`src/rtl/ahb_pkg.sv`:
```
// Shared AHB-Lite encodings and the data-phase state type used by the SRAM responder.
package ahb_pkg;

  localparam logic [1:0] HTRANS_IDLE   = 2'b00;
  localparam logic [1:0] HTRANS_BUSY   = 2'b01;
  localparam logic [1:0] HTRANS_NONSEQ = 2'b10;
  localparam logic [1:0] HTRANS_SEQ    = 2'b11;

  localparam logic [2:0] HSIZE_BYTE  = 3'd0;
  localparam logic [2:0] HSIZE_HALF  = 3'd1;
  localparam logic [2:0] HSIZE_WORD  = 3'd2;
  localparam logic [2:0] HSIZE_DWORD = 3'd3;

  localparam logic HRESP_OKAY  = 1'b0;
  localparam logic HRESP_ERROR = 1'b1;

  typedef enum logic [2:0] {
    ST_IDLE,
    ST_WR,
    ST_RD,
    ST_RD_STALL,
    ST_ERR1,
    ST_ERR2
  } ahb_state_e;

endpackage

```
`src/rtl/ahb_be_gen.sv`:
```
// Byte-lane enables and alignment check for a 64-bit AHB data bus.
module ahb_be_gen
  import ahb_pkg::*;
(
  input  logic [2:0] size,
  input  logic [2:0] addr_lo,
  output logic [7:0] be,
  output logic       misaligned
);

  always_comb begin
    be         = 8'h00;
    misaligned = 1'b0;
    case (size)
      HSIZE_BYTE: be = 8'h01 << addr_lo;
      HSIZE_HALF: begin
        be         = 8'h03 << addr_lo;
        misaligned = addr_lo[0];
      end
      HSIZE_WORD: begin
        be         = 8'h0F << addr_lo;
        misaligned = |addr_lo[1:0];
      end
      HSIZE_DWORD: begin
        be         = 8'hFF;
        misaligned = |addr_lo;
      end
      default: ;
    endcase
  end

endmodule

```
`src/rtl/ahb_sram_slave.sv`:
```
// AHB-Lite responder mapping an address window onto a single-port SRAM with
// 1-cycle read latency; reads colliding with a write data phase stall one cycle.
module ahb_sram_slave
  import ahb_pkg::*;
#(
  parameter logic [63:0] BASE_ADDR  = 64'h0000_0000_8000_0000,
  parameter int          ADDR_WIDTH = 16
) (
  input  logic                  clk,
  input  logic                  hreset_n,
  input  logic                  hsel,
  input  logic [63:0]           haddr,
  input  logic                  hwrite,
  input  logic [2:0]            hsize,
  input  logic [2:0]            hburst,
  input  logic [3:0]            hprot,
  input  logic [1:0]            htrans,
  input  logic                  hmastlock,
  input  logic [63:0]           hwdata,
  input  logic                  hready_in,
  output logic                  hreadyout,
  output logic                  hresp,
  output logic [63:0]           hrdata,
  output logic                  sram_ce,
  output logic                  sram_we,
  output logic [7:0]            sram_be,
  output logic [ADDR_WIDTH-1:0] sram_addr,
  output logic [63:0]           sram_wdata,
  input  logic [63:0]           sram_rdata
);

  localparam logic [63:0] WIN_BYTES = 64'd1 << (ADDR_WIDTH + 3);
  localparam logic [63:0] END_ADDR  = BASE_ADDR + WIN_BYTES;

  ahb_state_e            state_q, state_d;
  logic [ADDR_WIDTH-1:0] addr_q, addr_d;
  logic [7:0]            be_q, be_d;

  logic [63:0]           offset;
  logic [ADDR_WIDTH-1:0] word_addr;
  logic [7:0]            be_req;
  logic                  misaligned;
  logic                  accept;
  logic                  illegal;
  logic                  unused_inputs;

  assign offset    = haddr - BASE_ADDR;
  assign word_addr = offset[ADDR_WIDTH+2:3];

  ahb_be_gen u_be_gen (
    .size       (hsize),
    .addr_lo    (haddr[2:0]),
    .be         (be_req),
    .misaligned (misaligned)
  );

  // Gating with reset keeps the SRAM port quiet while reset is held.
  assign accept  = hreset_n & hsel & hready_in & htrans[1];
  assign illegal = (hsize > HSIZE_DWORD) | misaligned
                 | (haddr < BASE_ADDR) | (haddr >= END_ADDR);

  assign unused_inputs = ^{offset[63:ADDR_WIDTH+3], offset[2:0], hburst, hprot, hmastlock};

  always_comb begin
    state_d = state_q;
    addr_d  = addr_q;
    be_d    = be_q;
    case (state_q)
      ST_RD_STALL: state_d = ST_RD;
      ST_ERR1:     state_d = ST_ERR2;
      default: begin
        if (hready_in) begin
          if (!accept) begin
            state_d = ST_IDLE;
          end else if (illegal) begin
            state_d = ST_ERR1;
          end else if (hwrite) begin
            state_d = ST_WR;
            addr_d  = word_addr;
            be_d    = be_req;
          end else if (state_q == ST_WR) begin
            state_d = ST_RD_STALL;
            addr_d  = word_addr;
            be_d    = be_req;
          end else begin
            state_d = ST_RD;
          end
        end
      end
    endcase
  end

  always_comb begin
    hreadyout  = 1'b1;
    hresp      = HRESP_OKAY;
    hrdata     = '0;
    sram_ce    = 1'b0;
    sram_we    = 1'b0;
    sram_be    = '0;
    sram_addr  = '0;
    sram_wdata = '0;
    case (state_q)
      ST_WR: begin
        sram_ce    = 1'b1;
        sram_we    = 1'b1;
        sram_be    = be_q;
        sram_addr  = addr_q;
        sram_wdata = hwdata;
      end
      ST_RD_STALL: begin
        hreadyout = 1'b0;
        sram_ce   = 1'b1;
        sram_be   = be_q;
        sram_addr = addr_q;
      end
      ST_RD:   hrdata = sram_rdata;
      ST_ERR1: begin
        hreadyout = 1'b0;
        hresp     = HRESP_ERROR;
      end
      ST_ERR2: hresp = HRESP_ERROR;
      default: ;
    endcase
    // Address-phase read issue; in WR the port is busy so the read is deferred.
    if ((state_q inside {ST_IDLE, ST_RD, ST_ERR2}) && accept && !illegal && !hwrite) begin
      sram_ce   = 1'b1;
      sram_be   = be_req;
      sram_addr = word_addr;
    end
  end

  always_ff @(posedge clk or negedge hreset_n) begin
    if (!hreset_n) begin
      state_q <= ST_IDLE;
      addr_q  <= '0;
      be_q    <= '0;
    end else begin
      state_q <= state_d;
      addr_q  <= addr_d;
      be_q    <= be_d;
    end
  end

endmodule
```
`config.mk`:
```
export PLATFORM = sky130hd
export DESIGN_NAME = ahb_sram_slave
export DESIGN_NICKNAME = d
export VERILOG_FILES = /design/src/rtl/ahb_pkg.sv /design/src/rtl/ahb_be_gen.sv /design/src/rtl/ahb_sram_slave.sv
export SDC_FILE = /design/constraint.sdc
export NUM_CORES = 1
export LEC_CHECK = 0
export ABC_AREA = 1
export CAP_MARGIN = 0
export CORE_AREA = 2 2 142 144
export CTS_BUF_LIST = sky130_fd_sc_hd__clkbuf_2
export CTS_CLUSTER_DIAMETER = 30
export DETAILED_ROUTE_END_ITERATION = 8
export DIE_AREA = 0 0 144 146
export HOLD_SLACK_MARGIN = 0.12
export SETUP_SLACK_MARGIN = 0.05
export SLEW_MARGIN = 20
export SYNTH_ARGS = -nofsm -noshare
export SYNTH_HDL_FRONTEND = slang
export SYNTH_HIERARCHICAL = 1
export SYNTH_SLANG_ARGS = --single-unit
```
`constraint.sdc`:
```
create_clock -name clk -period 2.52 [get_ports clk]
set_clock_uncertainty 0.05 [all_clocks]
set_input_delay 0.378 -clock clk [delete_from_list [all_inputs] [get_ports clk]]
set_output_delay 0.378 -clock clk [all_outputs]
set_load 0.01 [all_outputs]
```
==> flow_summary_export.csv, run 1 <==
group,metric,value,unit
run_status,status,"finished, final reports clean",
detailed_routing,vias_per_cell,3.99,
setup_path,regToRegSetupSlack,0.35,ns
worst_hold_path,hp-class,"in2async",
timing,period_share,97.3,%
global_routing,grt_max_degree,65,
global_routing,grt_pass1_wl,29300,um
detailed_routing,route.met3.wl,1480,um
place,dp_hpwl,15300,um
detailed_routing,vias,5315,
cts,holdBufCountCts,0,
synthesis,yosysTopAreaCellShare,22.3,%
timing,whs,0.146,ns
finish,diodes,0,
global_routing,grt_antenna_before_repair,0,
floorplanning,initial_core_util,15.6,%
detailed_routing,top_layer_used,"met4",
cts,cts_tree,"built",
detailed_routing,wire_per_inst,15.6,um
synthesis,avgSynthCellArea,5.04,sq um
synthesis,synth_top_cells_by_area,"dfrtp_1 22%, nor2_1 20%, inv_1 18%",
timing,maxSlewViolCount,0,
floorplanning,die_area,21000,sq um
floorplanning,num_rows,51,
global_routing,track_usage,18.0,%
synthesis,post_synth_instance_area,3020,sq um
synthesis,synthAdderAreaFrac,0,%
flow_run,maxCapViolations,0,
setup_path,cp.arrival,2.02,ns
setup_path,critPathKind,"in2out",
detailed_routing,drt-pass1-iter-count,4,
cts,cts.sinks,27,
setup_path,end_kind,"primary output",
synthesis,synth_seq_cells,27,
cts,clockRootBuffer,"clkbuf_2",
setup_path,required,2.09,ns
global_routing,grt_pass1_vias,5249,
synthesis,synth_nets,810,
synthesis,synthMuxAreaShare,0,%
place,routabilityCongestion,0.847,
timing,worst_slew_pin_slew,0.391,ns
power,p_leak,6.00,nW
timing,rsz0062_at_grt,"true",
cts,clock_latency,0.38,ns
timing,finalHoldViolCount,0,
floorplanning,die_w,144,um
floorplanning,core-area,19300,sq um
synthesis,post-synth-top-area-cell,"dfrtp_1",
timing,fmax,408,MHz
detailed_routing,wirelength_met1,7960,um
cts,path_clk_slew,0.30,ns
finish,final_layout_size_suffix_gt1_share,20.7,%
synthesis,synth-xor-area-share,0,%
synthesis,synth_cell_types,19,
cts,cts_buffers,3,
timing,slew_headroom,73.9,%
timing,post-route-min-period,2.45,ns
floorplanning,dieHeight,146,um
synthesis,ys_warn_count,6,
finish,syn_to_final_growth,172,%
detailed_routing,wirelength,20700,um
cts,cts_buffer_depth,2,
finish,fin_nets,1278,
synthesis,ys_seq_area_share,22.3,%
cts,cts_max_level,1,
floorplanning,pin_count,366,
detailed_routing,ant_nets,0,
place,dpl.cell_count,1238,
power,finalPower,2.54,mW
global_routing,grt-ovfl-total,0,
power,powerDensity,309,nW/um^2
synthesis,synth-compound-area-share,2.32,%
detailed_routing,first_iter_violations,182,
finish,instances_no_fill,1332,
place,numPortBuffers,356,
synthesis,synthCells,600,
timing,finalSetupViolations,0,
detailed_routing,drc_errors,0,
detailed_routing,met2_length,10700,um
synthesis,synth_simple_gate_area_share,52.3,%
synthesis,synth_top_family_by_area,"simple AND/OR/NAND/NOR gates",
power,ir_drop,0.000240,V
setup_path,startpoint_type,"input port",
setup_path,crit_fanout,5,
==> layout by cell type, fill, tap and decap left out <==
master and n:
clkdlybuf4s50_1 158, nor2_1 151, inv_1 143, nand2_1 138
buf_4 115, dlymetal6s2s_1 91, dlygate4sd2_1 75, nand4_1 28
dfrtp_1 25, buf_2 25, nand3_1 23, nand3_2 14
nor2_2 11, buf_12 11, o21ai_0 8, buf_6 8
inv_2 7, nand3_4 4, clkbuf_2 4, nor2_4 3
nand2_2 3, a21oi_1 3, inv_4 2, nor3_2 2
o21ai_2 2, buf_16 2, buf_8 2, dfrtp_2 2
and3_1 1, clkinv_2 1, clkbuf_16 1, clkdlybuf4s15_1 1
inv_6 1, nand2_4 1, o21ai_1 1
==> Yosys cell counts, drive strengths merged <==
cell type / count
nor2: 165
a21oi: 3
clkbuf: 20
nand3: 40
o21ai: 11
nand2: 142
buf: 8
dfrtp: 27
nand4: 28
nor3: 2
inv: 153
and3: 1
==> flip-flops by register name, indices dropped and copies added (netlist names) <==
name	flops
addr_q	16
be_q	8
state_q	3
==> routing by layer <==
metal | vias to the layer above | track usage, %
li1 | 2675 | -
met1 | 2380 | 20.8
met2 | 220 | 33.7
met3 | 40 | 2.80
met4 | 0 | 4.85
met5 | - | 0
==> metrics by stage <==
stage | util (%) | TNS, ns | instance area [sq um] | setup slack (ns)
2_1_floorplan | - | 0 | 3020 | 0.308
6_report | 42.6 | 0 | 8240 | 0.0687
3_5_place_dp | 37.3 | -15.93 | 7220 | -0.667
3_3_place_gp | 37.3 | -14.70 | 7220 | -0.619
5_1_grt | 42.6 | -0.928 | 8240 | -0.0855
4_1_cts | 40.8 | 0 | 7880 | 0.000518
==> logic make-up after synthesis <==
group | count (synthesis)
buffers and inverters | 181
flip-flops | 27
AO/OA/AOI/OAI | 14
AND/OR/NAND/NOR | 378
==> critical path, cell delays in order <==
cell	delay, ns
buf_6	0.10
buf_4	0.13
nand4_1	0.09
nand3_1	0.09
inv_1	0.06
nand2_1	0.05
nor2_2	0.12
nand2_1	0.06
nor2_1	0.10
nand2_1	0.11
nor2_4	0.13
buf_12	0.14
buf_12	0.11
buf_12	0.11
nand3_2	0.05
nand2_1	0.06
buf_2	0.13
==> what timing repair did <==
item,CTS,global route
endpoints found under the setup margin,141,143
pin swaps,31,19
resized for setup,234,119
setup buffers,75,10
cloned,4,3
==> power by group <==
part	internal, mW	leakage [nW]	switching (mW)
sequential	0.449	0.372	0.0151
clock	0.0360	0.0164	0.143
combinational	0.961	5.61	0.939
==> layout make-up <==
| type | instances | area, sq um |
|---|---|---|
| sequential | 27 | 678 |
| inverter | 153 | 584 |
| clock inverter | 1 | 5.00 |
| fill | 2050 | 11100 |
| timing repair buffer | 490 | 4800 |
| tap | 265 | 332 |
| multi-input combinational | 393 | 1820 |
| clock buffer | 3 | 15.0 |
==> path summary, 6_finish.rpt <==
path	from	to	depth (start not counted)
max	haddr[0]	sram_addr[4]	17
min	hreset_n	state_q[1]	2
max reg2reg	state_q[2]	addr_q[12]	9
min reg2reg	addr_q[7]	addr_q[7]	2
max in group asynchronous	hreset_n	addr_q[2]	2
min in group clk	addr_q[7]	addr_q[7]	2
(Power assumes the default switching activity.)
==> inputs of run 2 (changes only) <==
CAP_MARGIN = 20   (was 0)
clock period = 2.4 ns   (was 2.52 ns; I/O delays follow)
==> flow_summary_export.csv, run 2 (synthesized netlist as in run 1, its figures left out) <==
group,metric,value,unit
run_status,status,"complete, but fails checks",
run_status,violations,"negative setup slack",
setup_path,required,1.99,ns
place,numPortBuffers,356,
cts,cts_tree,"built",
setup_path,r2r-start,"state_q[2]",
setup_path,rr_worst_depth,8,
setup_path,endpoint,"sram_be[0]",
timing,maxSlewViolCount,0,
timing,worst_slack,-0.0485,ns
floorplanning,pin_count,366,
setup_path,end_kind,"primary output",
cts,holdBufCountCts,0,
finish,largest_register_ffs,16,
cts,clock_latency,0.38,ns
floorplanning,num_rows,51,
finish,fin_nets,1278,
cts,cts_buffer_depth,2,
setup_path,worstSetupStartpoint,"haddr[1]",
floorplanning,core-area,19300,sq um
global_routing,grt-ovfl-total,0,
cts,cts_buffers,3,
finish,final_cell_area,8000,sq um
global_routing,track_usage,17.4,%
detailed_routing,drc_errors,0,
cts,clockRootBuffer,"clkbuf_2",
floorplanning,die_w,144,um
detailed_routing,vias_per_cell,4.05,
power,finalPower,2.59,mW
worst_hold_path,hp-class,"in2async",
timing,finalHoldViolCount,0,
timing,slew_headroom,62.7,%
timing,post-route-min-period,2.45,ns
timing,period_share,102,%
finish,final_layout_size_suffix_gt1_share,23.0,%
cts,path_clk_slew,0.30,ns
floorplanning,dieHeight,146,um
global_routing,grt_max_degree,65,
global_routing,grt_antenna_before_repair,2,
flow_run,maxCapViolations,0,
global_routing,grt_pass1_wl,28600,um
setup_path,reg2reg_to,"addr_q[6]",
place,dp_hpwl,15100,um
place,routabilityCongestion,0.860,
place,dpl_worst_slack,-0.752,ns
detailed_routing,first_iter_violations,194,
floorplanning,initial_core_util,15.6,%
cts,cts_max_level,1,
global_routing,grt_pass1_vias,5106,
setup_path,critPathKind,"in2out",
place,postPlaceCellArea,7200,sq um
detailed_routing,ant_nets,0,
floorplanning,die_area,21000,sq um
detailed_routing,wire_per_inst,15.6,um
detailed_routing,vias,5398,
power,p_leak,4.86,nW
timing,rsz0062_at_grt,"true",
finish,final_cell_mix,"156 x dlygate4sd2_1, 153 x clkdlybuf4s50_1, 148 x nor2_1",
detailed_routing,drt-pass1-iter-count,5,
setup_path,startpoint_type,"input port",
power,ir_drop,0.000247,V
power,powerDensity,324,nW/um^2
detailed_routing,wirelength,20800,um
finish,syn_to_final_growth,165,%
cts,cts.sinks,27,
setup_path,regToRegSetupSlack,0.27,ns
setup_path,cp.arrival,2.04,ns
finish,fillers,2096,
timing,finalSetupViolations,10,
finish,reg_top3,"addr_q x16, be_q x8, state_q x3",
timing,worst_slew_pin_slew,0.559,ns
setup_path,crit_fanout,5,
finish,final_common_cell,"dlygate4sd2_1",
finish,top_register,"addr_q",
timing,fmax,408,MHz
finish,fin_util,41.4,%
==> run 2: cell types whose count changed in the layout (fill, tap and decap cells not counted), sizes merged <==
cell,delta
nand3,+2
clkinv,-1
dlygate4sd2,+81
clkinvlp,+1
clkdlybuf4s15,+4
dlymetal6s2s,-84
clkbuf,+6
diode,+1
buf,-4
clkdlybuf4s50,-5
==> run 2: repair_timing <==
| action | in CTS | in global routing |
|---|---|---|
| endpoints found under the hold margin | 0 | 0 |
| setup endpoints to repair | 155 | 56 |
| setup buffers | 81 | 9 |
| cloned | 2 | 7 |
| gates resized for setup | 328 | 71 |
| pin swaps | 41 | 40 |
==> run 2: worst min-delay path by stage <==
stage / start / endpoint / slack (ns) / depth (start not counted)
final: hreset_n / addr_q[0] / 0.15 / 2
after floorplan: hreset_n / addr_q[0] / 0.01 / 0
after CTS: hreset_n / addr_q[0] / 0.15 / 2
after detailed placement: be_q[3] / be_q[3] / 0.42 / 2
after global placement: addr_q[3] / addr_q[3] / 0.41 / 2
after global routing: hreset_n / addr_q[15] / 0.14 / 2
==> run 2: power by group <==
part	leakage [nW]	switching [mW]	internal, mW
logic	4.47	0.981	0.928
clock network	0.0126	0.156	0.0385
registers	0.372	0.0146	0.472
total	4.86	1.15	1.44
==> run 2: layout make-up <==
class | count | area, sq um | area share [%]
multi-input cells | 395 | 1920 | 23.9
well taps | 265 | 332 | 4.15
inverters | 153 | 584 | 7.30
repair buffers | 488 | 4460 | 55.8
clock buffers | 3 | 15.0 | 0.188
diodes | 1 | 2.50 | 0.0313
clock inverters | 1 | 7.51 | 0.0939
flip-flops and latches | 27 | 678 | 8.48
==> run 2: metrics by stage <==
| step | TNS, ns | std cells | hold slack (ns) |
|---|---|---|---|
| after floorplan | 0 | 600 | 0.0144 |
| after global placement | -18.14 | 1235 | 0.414 |
| after detailed placement | -19.98 | 1235 | 0.417 |
| after CTS | -0.0619 | 1322 | 0.152 |
| after global routing | -2.51 | 1333 | 0.135 |
| final | -0.319 | 1333 | 0.151 |
==> run 2: metal layers <==
| metal | track usage [%] | wire length [um] | share of wire (%) |
|---|---|---|---|
| met3 | 2.37 | 1330 | 6.4 |
| met1 | 20.3 | 8230 | 40 |
| met4 | 4.56 | 518 | 2.5 |
| met5 | 0 | 0 | 0 |
| met2 | 32.8 | 10700 | 52 |
==> run 2: critical path: stages <==
cell	delay (ns)
buf_8	0.10
inv_6	0.05
nand2_4	0.06
nand4_1	0.13
nand3_1	0.11
inv_1	0.08
nand2_1	0.06
nor2_2	0.13
nand2_1	0.06
nor2_1	0.12
nand2_1	0.11
nor2_4	0.15
buf_6	0.15
buf_16	0.13
nand3_2	0.06
nand2_1	0.07
buf_2	0.12
==> inputs of run 3 (changes only) <==
CTS_CLUSTER_DIAMETER = not set   (was 30)
==> results of run 3 <==
No change in the layout: final DEF, timing and power equal those of run 2.
